$ cat src/rtl/ctrl_pkg.sv
// Shared types and encodings for the multicycle control unit.
package ctrl_pkg;

    localparam int unsigned OPCODE_W = 7;

    typedef enum logic [3:0] {
        S_IDLE     = 4'd0,
        S_FETCH    = 4'd1,
        S_DECODE   = 4'd2,
        S_EXEC_R   = 4'd3,
        S_EXEC_I   = 4'd4,
        S_ALU_WB   = 4'd5,
        S_MEM_ADDR = 4'd6,
        S_MEM_RD   = 4'd7,
        S_MEM_WB   = 4'd8,
        S_MEM_WR   = 4'd9,
        S_BRANCH   = 4'd10,
        S_JAL      = 4'd11,
        S_FAULT    = 4'd12
    } state_t;

    localparam logic [OPCODE_W-1:0] OP_R      = 7'h33;
    localparam logic [OPCODE_W-1:0] OP_I      = 7'h13;
    localparam logic [OPCODE_W-1:0] OP_LOAD   = 7'h03;
    localparam logic [OPCODE_W-1:0] OP_STORE  = 7'h23;
    localparam logic [OPCODE_W-1:0] OP_BRANCH = 7'h63;
    localparam logic [OPCODE_W-1:0] OP_JAL    = 7'h6F;

    localparam logic [1:0] ALU_ADD   = 2'b00;
    localparam logic [1:0] ALU_SUB   = 2'b01;
    localparam logic [1:0] ALU_FUNCT = 2'b10;

    localparam logic [1:0] SRC_A_PC     = 2'b00;
    localparam logic [1:0] SRC_A_REG    = 2'b01;
    localparam logic [1:0] SRC_A_OLD_PC = 2'b10;

    localparam logic [1:0] SRC_B_REG  = 2'b00;
    localparam logic [1:0] SRC_B_FOUR = 2'b01;
    localparam logic [1:0] SRC_B_IMM  = 2'b10;

    localparam logic [1:0] WB_ALUOUT = 2'b00;
    localparam logic [1:0] WB_MDR    = 2'b01;
    localparam logic [1:0] WB_LINK   = 2'b10;

    localparam logic IORD_PC       = 1'b0;
    localparam logic IORD_ALUOUT   = 1'b1;
    localparam logic PC_SRC_ALU    = 1'b0;
    localparam logic PC_SRC_ALUOUT = 1'b1;

    // True for every opcode the sequencer knows how to execute.
    function automatic logic op_is_legal(input logic [OPCODE_W-1:0] op);
        return op inside {OP_R, OP_I, OP_LOAD, OP_STORE, OP_BRANCH, OP_JAL};
    endfunction

endpackage

$ cat src/rtl/multicycle_ctrl_if.sv
// Control-unit <-> datapath/memory signal bundle.
interface multicycle_ctrl_if #(
    parameter int unsigned CNT_W = 32
);
    import ctrl_pkg::*;

    logic                run;
    logic [OPCODE_W-1:0] opcode;
    logic                is_zero;
    logic                mem_ready;
    logic [1:0]          alu_op;
    logic [1:0]          alu_src_a;
    logic [1:0]          alu_src_b;
    logic                iord;
    logic                mem_read;
    logic                mem_write;
    logic                ir_write;
    logic                pc_write;
    logic                pc_write_cond;
    logic                pc_src;
    logic                reg_write;
    logic [1:0]          wb_sel;
    logic                illegal;
    logic                bus_error;
    logic                busy;
    logic [CNT_W-1:0]    retired;

    modport master (
        input  run, opcode, is_zero, mem_ready,
        output alu_op, alu_src_a, alu_src_b, iord, mem_read, mem_write,
               ir_write, pc_write, pc_write_cond, pc_src, reg_write, wb_sel,
               illegal, bus_error, busy, retired
    );

    modport slave (
        output run, opcode, is_zero, mem_ready,
        input  alu_op, alu_src_a, alu_src_b, iord, mem_read, mem_write,
               ir_write, pc_write, pc_write_cond, pc_src, reg_write, wb_sel,
               illegal, bus_error, busy, retired
    );

endinterface

$ cat src/rtl/mem_wait_timer.sv
// Counts stalled memory cycles; expired flags the last allowed wait cycle.
module mem_wait_timer #(
    parameter int unsigned MEM_TIMEOUT = 16
) (
    input  logic clk,
    input  logic rst,
    input  logic clear,
    input  logic enable,
    output logic expired
);
    localparam int unsigned CNT_W = (MEM_TIMEOUT > 1) ? $clog2(MEM_TIMEOUT) : 1;
    localparam logic [CNT_W-1:0] LAST = CNT_W'(MEM_TIMEOUT - 1);

    logic [CNT_W-1:0] count;

    // Wait-cycle counter; clear has priority over enable.
    always_ff @(posedge clk or posedge rst) begin
        if (rst) begin
            count <= '0;
        end else if (clear) begin
            count <= '0;
        end else if (enable) begin
            count <= count + CNT_W'(1);
        end
    end

    assign expired = (count == LAST);

endmodule

$ cat src/rtl/multicycle_ctrl.sv
// Moore multicycle sequencer for the shared ALU/PC/IR/regfile/memory datapath.
module multicycle_ctrl
    import ctrl_pkg::*;
#(
    parameter int unsigned MEM_TIMEOUT = 16,
    parameter int unsigned CNT_W       = 32
) (
    input logic               clk,
    input logic               rst,
    multicycle_ctrl_if.master bus
);
    state_t           state;
    logic [CNT_W-1:0] retired_q;
    logic             bus_error_q;
    logic             in_wait;
    logic             expired;
    logic             timeout;
    logic             retire;

    logic [1:0] alu_op, src_a, src_b, wb_sel;
    logic       iord, mem_read, mem_write, ir_write, pc_write;
    logic       pc_write_cond, pc_src, reg_write, illegal;

    // Memory states are always left on mem_ready, so clearing on it re-arms the timer on entry.
    assign in_wait = state inside {S_FETCH, S_MEM_RD, S_MEM_WR};
    assign timeout = in_wait && !bus.mem_ready && expired;
    assign retire  = (state inside {S_ALU_WB, S_MEM_WB, S_BRANCH, S_JAL}) ||
                     ((state == S_MEM_WR) && bus.mem_ready);

    mem_wait_timer #(
        .MEM_TIMEOUT (MEM_TIMEOUT)
    ) u_timer (
        .clk     (clk),
        .rst     (rst),
        .clear   (!in_wait || bus.mem_ready),
        .enable  (in_wait && !bus.mem_ready),
        .expired (expired)
    );

    // State sequencing, retire counter and sticky bus error.
    always_ff @(posedge clk or posedge rst) begin
        if (rst) begin
            state       <= S_IDLE;
            retired_q   <= '0;
            bus_error_q <= 1'b0;
        end else if (timeout) begin
            state       <= S_FAULT;
            bus_error_q <= 1'b1;
        end else if (retire) begin
            retired_q <= retired_q + CNT_W'(1);
            state     <= bus.run ? S_FETCH : S_IDLE;
        end else begin
            case (state)
                S_IDLE:     if (bus.run) state <= S_FETCH;
                S_FETCH:    if (bus.mem_ready) state <= S_DECODE;
                S_DECODE: begin
                    case (bus.opcode)
                        OP_R:               state <= S_EXEC_R;
                        OP_I:               state <= S_EXEC_I;
                        OP_LOAD, OP_STORE:  state <= S_MEM_ADDR;
                        OP_BRANCH:          state <= S_BRANCH;
                        OP_JAL:             state <= S_JAL;
                        default:            state <= bus.run ? S_FETCH : S_IDLE;
                    endcase
                end
                S_EXEC_R, S_EXEC_I: state <= S_ALU_WB;
                S_MEM_ADDR: state <= (bus.opcode == OP_LOAD) ? S_MEM_RD : S_MEM_WR;
                S_MEM_RD:   if (bus.mem_ready) state <= S_MEM_WB;
                S_MEM_WR, S_FAULT: state <= state;
                default:    state <= S_IDLE;
            endcase
        end
    end

    // Per-state control decode; only ir_write/pc_write in FETCH look at mem_ready.
    always_comb begin
        alu_op        = ALU_ADD;
        src_a         = SRC_A_PC;
        src_b         = SRC_B_REG;
        wb_sel        = WB_ALUOUT;
        iord          = IORD_PC;
        mem_read      = 1'b0;
        mem_write     = 1'b0;
        ir_write      = 1'b0;
        pc_write      = 1'b0;
        pc_write_cond = 1'b0;
        pc_src        = PC_SRC_ALU;
        reg_write     = 1'b0;
        illegal       = 1'b0;
        case (state)
            S_FETCH: begin
                mem_read = 1'b1;
                src_b    = SRC_B_FOUR;
                ir_write = bus.mem_ready;
                pc_write = bus.mem_ready;
            end
            S_DECODE: begin
                src_a   = SRC_A_OLD_PC;
                src_b   = SRC_B_IMM;
                illegal = !op_is_legal(bus.opcode);
            end
            S_EXEC_R: begin
                src_a  = SRC_A_REG;
                alu_op = ALU_FUNCT;
            end
            S_EXEC_I: begin
                src_a  = SRC_A_REG;
                src_b  = SRC_B_IMM;
                alu_op = ALU_FUNCT;
            end
            S_ALU_WB:   reg_write = 1'b1;
            S_MEM_ADDR: begin
                src_a = SRC_A_REG;
                src_b = SRC_B_IMM;
            end
            S_MEM_RD: begin
                mem_read = 1'b1;
                iord     = IORD_ALUOUT;
            end
            S_MEM_WB: begin
                reg_write = 1'b1;
                wb_sel    = WB_MDR;
            end
            S_MEM_WR: begin
                mem_write = 1'b1;
                iord      = IORD_ALUOUT;
            end
            S_BRANCH: begin
                src_a         = SRC_A_REG;
                alu_op        = ALU_SUB;
                pc_write_cond = 1'b1;
                pc_src        = PC_SRC_ALUOUT;
            end
            S_JAL: begin
                reg_write = 1'b1;
                wb_sel    = WB_LINK;
                pc_write  = 1'b1;
                pc_src    = PC_SRC_ALUOUT;
            end
            default: ;
        endcase
    end

    assign bus.alu_op        = alu_op;
    assign bus.alu_src_a     = src_a;
    assign bus.alu_src_b     = src_b;
    assign bus.iord          = iord;
    assign bus.mem_read      = mem_read;
    assign bus.mem_write     = mem_write;
    assign bus.ir_write      = ir_write;
    assign bus.pc_write      = pc_write;
    assign bus.pc_write_cond = pc_write_cond;
    assign bus.pc_src        = pc_src;
    assign bus.reg_write     = reg_write;
    assign bus.wb_sel        = wb_sel;
    assign bus.illegal       = illegal;
    assign bus.bus_error     = bus_error_q;
    assign bus.busy          = !(state inside {S_IDLE, S_FAULT});
    assign bus.retired       = retired_q;

endmodule

$ cat src/flat_wrapper.sv
// flat-port wrapper written by rule: the top's interface ports become plain ports
module multicycle_ctrl_flat import ctrl_pkg::*;
#(
    parameter int unsigned MEM_TIMEOUT = 16,
    parameter int unsigned CNT_W       = 32
)
  (clk, rst, bus_run, bus_opcode, bus_is_zero, bus_mem_ready, bus_alu_op, bus_alu_src_a, bus_alu_src_b, bus_iord, bus_mem_read, bus_mem_write, bus_ir_write, bus_pc_write, bus_pc_write_cond, bus_pc_src, bus_reg_write, bus_wb_sel, bus_illegal, bus_bus_error, bus_busy, bus_retired);
  multicycle_ctrl_if #(.CNT_W(CNT_W)) bus_i ();
  input logic clk;
  input logic rst;
  input wire logic [$bits(bus_i.run)-1:0] bus_run;
  input wire logic [$bits(bus_i.opcode)-1:0] bus_opcode;
  input wire logic [$bits(bus_i.is_zero)-1:0] bus_is_zero;
  input wire logic [$bits(bus_i.mem_ready)-1:0] bus_mem_ready;
  output wire logic [$bits(bus_i.alu_op)-1:0] bus_alu_op;
  output wire logic [$bits(bus_i.alu_src_a)-1:0] bus_alu_src_a;
  output wire logic [$bits(bus_i.alu_src_b)-1:0] bus_alu_src_b;
  output wire logic [$bits(bus_i.iord)-1:0] bus_iord;
  output wire logic [$bits(bus_i.mem_read)-1:0] bus_mem_read;
  output wire logic [$bits(bus_i.mem_write)-1:0] bus_mem_write;
  output wire logic [$bits(bus_i.ir_write)-1:0] bus_ir_write;
  output wire logic [$bits(bus_i.pc_write)-1:0] bus_pc_write;
  output wire logic [$bits(bus_i.pc_write_cond)-1:0] bus_pc_write_cond;
  output wire logic [$bits(bus_i.pc_src)-1:0] bus_pc_src;
  output wire logic [$bits(bus_i.reg_write)-1:0] bus_reg_write;
  output wire logic [$bits(bus_i.wb_sel)-1:0] bus_wb_sel;
  output wire logic [$bits(bus_i.illegal)-1:0] bus_illegal;
  output wire logic [$bits(bus_i.bus_error)-1:0] bus_bus_error;
  output wire logic [$bits(bus_i.busy)-1:0] bus_busy;
  output wire logic [$bits(bus_i.retired)-1:0] bus_retired;
  assign bus_i.run = bus_run;
  assign bus_i.opcode = bus_opcode;
  assign bus_i.is_zero = bus_is_zero;
  assign bus_i.mem_ready = bus_mem_ready;
  assign bus_alu_op = bus_i.alu_op;
  assign bus_alu_src_a = bus_i.alu_src_a;
  assign bus_alu_src_b = bus_i.alu_src_b;
  assign bus_iord = bus_i.iord;
  assign bus_mem_read = bus_i.mem_read;
  assign bus_mem_write = bus_i.mem_write;
  assign bus_ir_write = bus_i.ir_write;
  assign bus_pc_write = bus_i.pc_write;
  assign bus_pc_write_cond = bus_i.pc_write_cond;
  assign bus_pc_src = bus_i.pc_src;
  assign bus_reg_write = bus_i.reg_write;
  assign bus_wb_sel = bus_i.wb_sel;
  assign bus_illegal = bus_i.illegal;
  assign bus_bus_error = bus_i.bus_error;
  assign bus_busy = bus_i.busy;
  assign bus_retired = bus_i.retired;
  multicycle_ctrl #(.MEM_TIMEOUT(MEM_TIMEOUT), .CNT_W(CNT_W)) u_core (.clk(clk), .rst(rst), .bus(bus_i));
endmodule
$ cat config.mk
export PLATFORM = sky130hd
export DESIGN_NAME = multicycle_ctrl_flat
export DESIGN_NICKNAME = d
export VERILOG_FILES = /design/src/rtl/ctrl_pkg.sv /design/src/rtl/multicycle_ctrl_if.sv /design/src/rtl/mem_wait_timer.sv /design/src/rtl/multicycle_ctrl.sv /design/src/flat_wrapper.sv
export SDC_FILE = /design/constraint.sdc
export NUM_CORES = 1
export LEC_CHECK = 0
export BUFFER_PORTS_ARGS = -buffer_cell sky130_fd_sc_hd__buf_2
export CAP_MARGIN = 10
export CORE_MARGIN = 4
export CORE_UTILIZATION = 53
export DETAILED_ROUTE_END_ITERATION = 6
export GPL_ROUTABILITY_DRIVEN = 0
export GPL_TIMING_DRIVEN = 0
export PLACE_DENSITY = 0.8
export SLEW_MARGIN = 20
export SYNTH_ARGS = -nofsm -noshare
export SYNTH_HDL_FRONTEND = slang
export SYNTH_SLANG_ARGS = --single-unit
$ cat constraint.sdc
create_clock -name clk -period 2.1 [get_ports clk]
set_input_delay 0 -clock clk [delete_from_list [all_inputs] [get_ports clk]]
set_output_delay 0 -clock clk [all_outputs]
set_load 0.02 [all_outputs]
==> results.yml <==
clocking:
  cts_buffers: 5
  cts_sinks: 41
  cts_tree: "done"
  cts.path.max_buffers: 2
  clock_latency_ns: 0.28
  post_cts.repair.setup_buffers: 0
  path_clk_slew_ns: 0.07
  cts_max_level: 2
  cts_root_buf: "clkbuf_8"
placed_design:
  place_area_um2: 2810
  io_buffers: 61
  dp_hpwl_um: 4080
grt:
  track_usage_pct: 20.2
  grt-ovfl-total: 0
  grt_pass1_vias: 1926
  grt_pass1_wl_um: 9010
  grt_start_max_net_pins: 23
  antenna_found_initial: 0
critical_path:
  reg2reg_from: "u_core.state[2]"
  path_max_fanout: 10
  crit_start: "u_core.state[2]"
  endpoint: "u_core.state[1]"
  path_class: "reg -> reg"
  critical_path_arrival_ns: 2.06
  critPathLaunchType: "register"
  endpoint_kind: "register"
  reg2reg_depth: 6
  rr_endpoint: "u_core.state[1]"
  rrSetupSlack_ns: 0.18
  cp.required_ns: 2.24
floorplan:
  die_h_um: 75.4
  initial_core_util_pct: 54.9
  die_area_um2: 5680
  rows: 24
  ioPinCount: 63
  die_w_um: 75.4
  core_um2: 4380
detailed_routing:
  ant_nets: 0
  via_per_inst: 5.63
  first_pass_iters: 4
  vias: 2055
  wl_per_cell_um: 15.0
  drt_iter0_drc: 202
  drcViolationCount: 0
  routed_wl_um: 5460
logic_synthesis:
  avgSynthCellArea_um2: 9.87
  ys_seq_elements: 41
  ys_warn_count: 0
  synth_top_area_share_pct: 42.6
  syn-num-nets: 258
  netlist_top_cells_area: "dfrtp_1 (43%), xnor2_1 (8.0%), xor2_1 (4.4%)"
  yosysSeqAreaShare_pct: 42.6
  ys_types: 51
  synth_top_area_cell: "dfrtp_1"
  synth_area_um2: 2410
  syn-instance-count: 244
finish:
  final_cell_area_um2: 2890
  diodes: 0
  drive_gt1_share_pct: 30.7
  multi_input_area_um2: 1280
  finalNetCount: 328
  fill_cells: 357
  areaGrowthSynthToFinish_pct: 20.0
  ff_latch_area_um2: 1030
power:
  comb_power_share_pct: 44.0
  power_leakage_nw: 1.48
  p_sw_share_pct: 41.3
  p_int_mw: 1.50
  clock_power_share_pct: 18.0
  seq_power_share_pct: 38.0
  ir_drop_mv: 0.645
  pwr_density_cell_nw_per_um2: 887
  p_sw_mw: 1.06
timing:
  tightestPinTransition_ns: 0.542
  relSlewSlack_pct: 63.6
  rsz0062_at_grt: "no"
  slew_violations: 0
  period_share_pct: 91.4
  fin_skew_ns: 0.00591
  timing.fmax_mhz: 521
  hold_viol: 0
  finalSetupViolCount: 0
  period_needed_ns: 1.92
  tns_ns: 0
outcome:
  status: "complete, no violations"
run:
  max_cap_viol_count: 0
worst_hold_path:
  hold_path_class: "in -> reg"
==> area by class of cell <==
class	instances	share of cell area, %
buffer	10	2.08
clock buffer	5	2.38
clock inverter	1	0.173
inverter	10	1.30
multi-input combinational	183	44.4
sequential	41	35.5
tap	52	2.25
timing repair buffer	63	11.9
==> placed cells by master, fill, tap and decap left out, types with 5 or more instances in the layout <==
| cell type | n |
|---|---|
| buf_2 | 64 |
| dfrtp_1 | 41 |
| nor2_1 | 27 |
| xnor2_1 | 22 |
| nand2_1 | 18 |
| xor2_1 | 12 |
| nand3_1 | 11 |
| nand4_1 | 10 |
| inv_1 | 9 |
| nor3_1 | 8 |
| nand2b_1 | 6 |
| nor3_2 | 5 |
| clkbuf_8 | 5 |
==> power by group through the flow <==
stage / Clock [mW] / Sequential (mW) / Combinational (mW)
after floorplan: 0 / 1.02 / 0.763
after global routing: 0.517 / 0.991 / 1.23
after global placement: 0 / 0.982 / 1.10
final: 0.462 / 0.974 / 1.13
after CTS: 0.471 / 0.973 / 1.13
after detailed placement: 0 / 0.986 / 1.12
==> worst min-delay path by stage <==
stage,from,to,slack (ns),cells past startpoint
after floorplan,bus_mem_ready,bus_ir_write,0.14,2
after global placement,bus_mem_ready,u_core.state[1],0.34,3
after detailed placement,rst,u_core.bus.retired[22],0.03,2
after CTS,bus_mem_ready,u_core.state[1],0.03,3
after global routing,bus_mem_ready,u_core.state[1],0.05,3
final,bus_mem_ready,u_core.state[1],0.04,3
==> stage by stage <==
step	power, mW	setup WS, ns	hold slack [ns]	std cells	util [%]
6_report	2.56	0.180	0.0388	365	65.9
5_1_grt	2.74	0.104	0.0526	365	65.9
4_1_cts	2.57	0.248	0.0334	365	65.9
3_5_place_dp	2.11	0.259	0.0343	358	64.0
3_3_place_gp	2.08	0.288	0.342	357	63.4
2_1_floorplan	1.78	0.217	0.143	244	-
==> sequential cells by signal, summed over array words and instances (netlist names) <==
| signal | count |
|---|---|
| u_core.state | 4 |
| u_core.bus.bus_error | 1 |
| u_core.bus.retired | 32 |
| u_core.u_timer.count | 4 |
==> timing repair <==
item / CTS / global route
endpoints found under the hold margin: 19 / 0
gates resized for setup: 0 / 0
hold buffers: 1 / 0
setup endpoints to repair: 0 / 0
==> logic make-up after synthesis <==
family          synth area share (%)
simple gates                    31.0
flops                           42.6
xor+xnor                        12.4
compound gates                  6.81
buf+inv                         4.05
mux                             1.72
fa+ha+maj                       1.46
==> critical path, cell delays in order (launching register included) <==
cell and delay [ns]:
dfrtp_1 0.41, buf_2 0.20, or2_2 0.32, a211oi_1 0.48
nor2_1 0.13, o221ai_1 0.13, o22ai_1 0.13
==> routing by layer <==
| metal | global-route usage, % | share of wire, % | vias to the layer above |
|---|---|---|---|
| met5 | 0 | 0 | - |
| met4 | 4.66 | 0.59 | 0 |
| met3 | 4.49 | 5.9 | 5 |
| met1 | 27.3 | 43 | 1000 |
| met2 | 33.1 | 50 | 64 |
| li1 | - | - | 986 |
==> synthesized netlist by cell type, drive strengths merged <==
cell     number
and4          1
nand3        11
nor2         27
a211oi        1
or4           1
xnor2        22
clkbuf        2
o32ai         1
o211ai        1
nor3         13
nand2        19
o22ai         2
nand2b        6
mux2          1
o21ai         4
a21oi         4
maj3          1
buf           8
a32oi         2
nand3b        1
mux2i         3
a21o          3
or2           3
a211o         1
and3          5
o2bb2ai       1
and3b         1
o221ai        1
dfrtp        41
nand4        15
inv          10
ha            2
nor2b         3
xor2         12
and2          2
or3           2
nor3b         2
a21boi        1
o21bai        1
nor4          7
(Power assumes the default switching activity.)
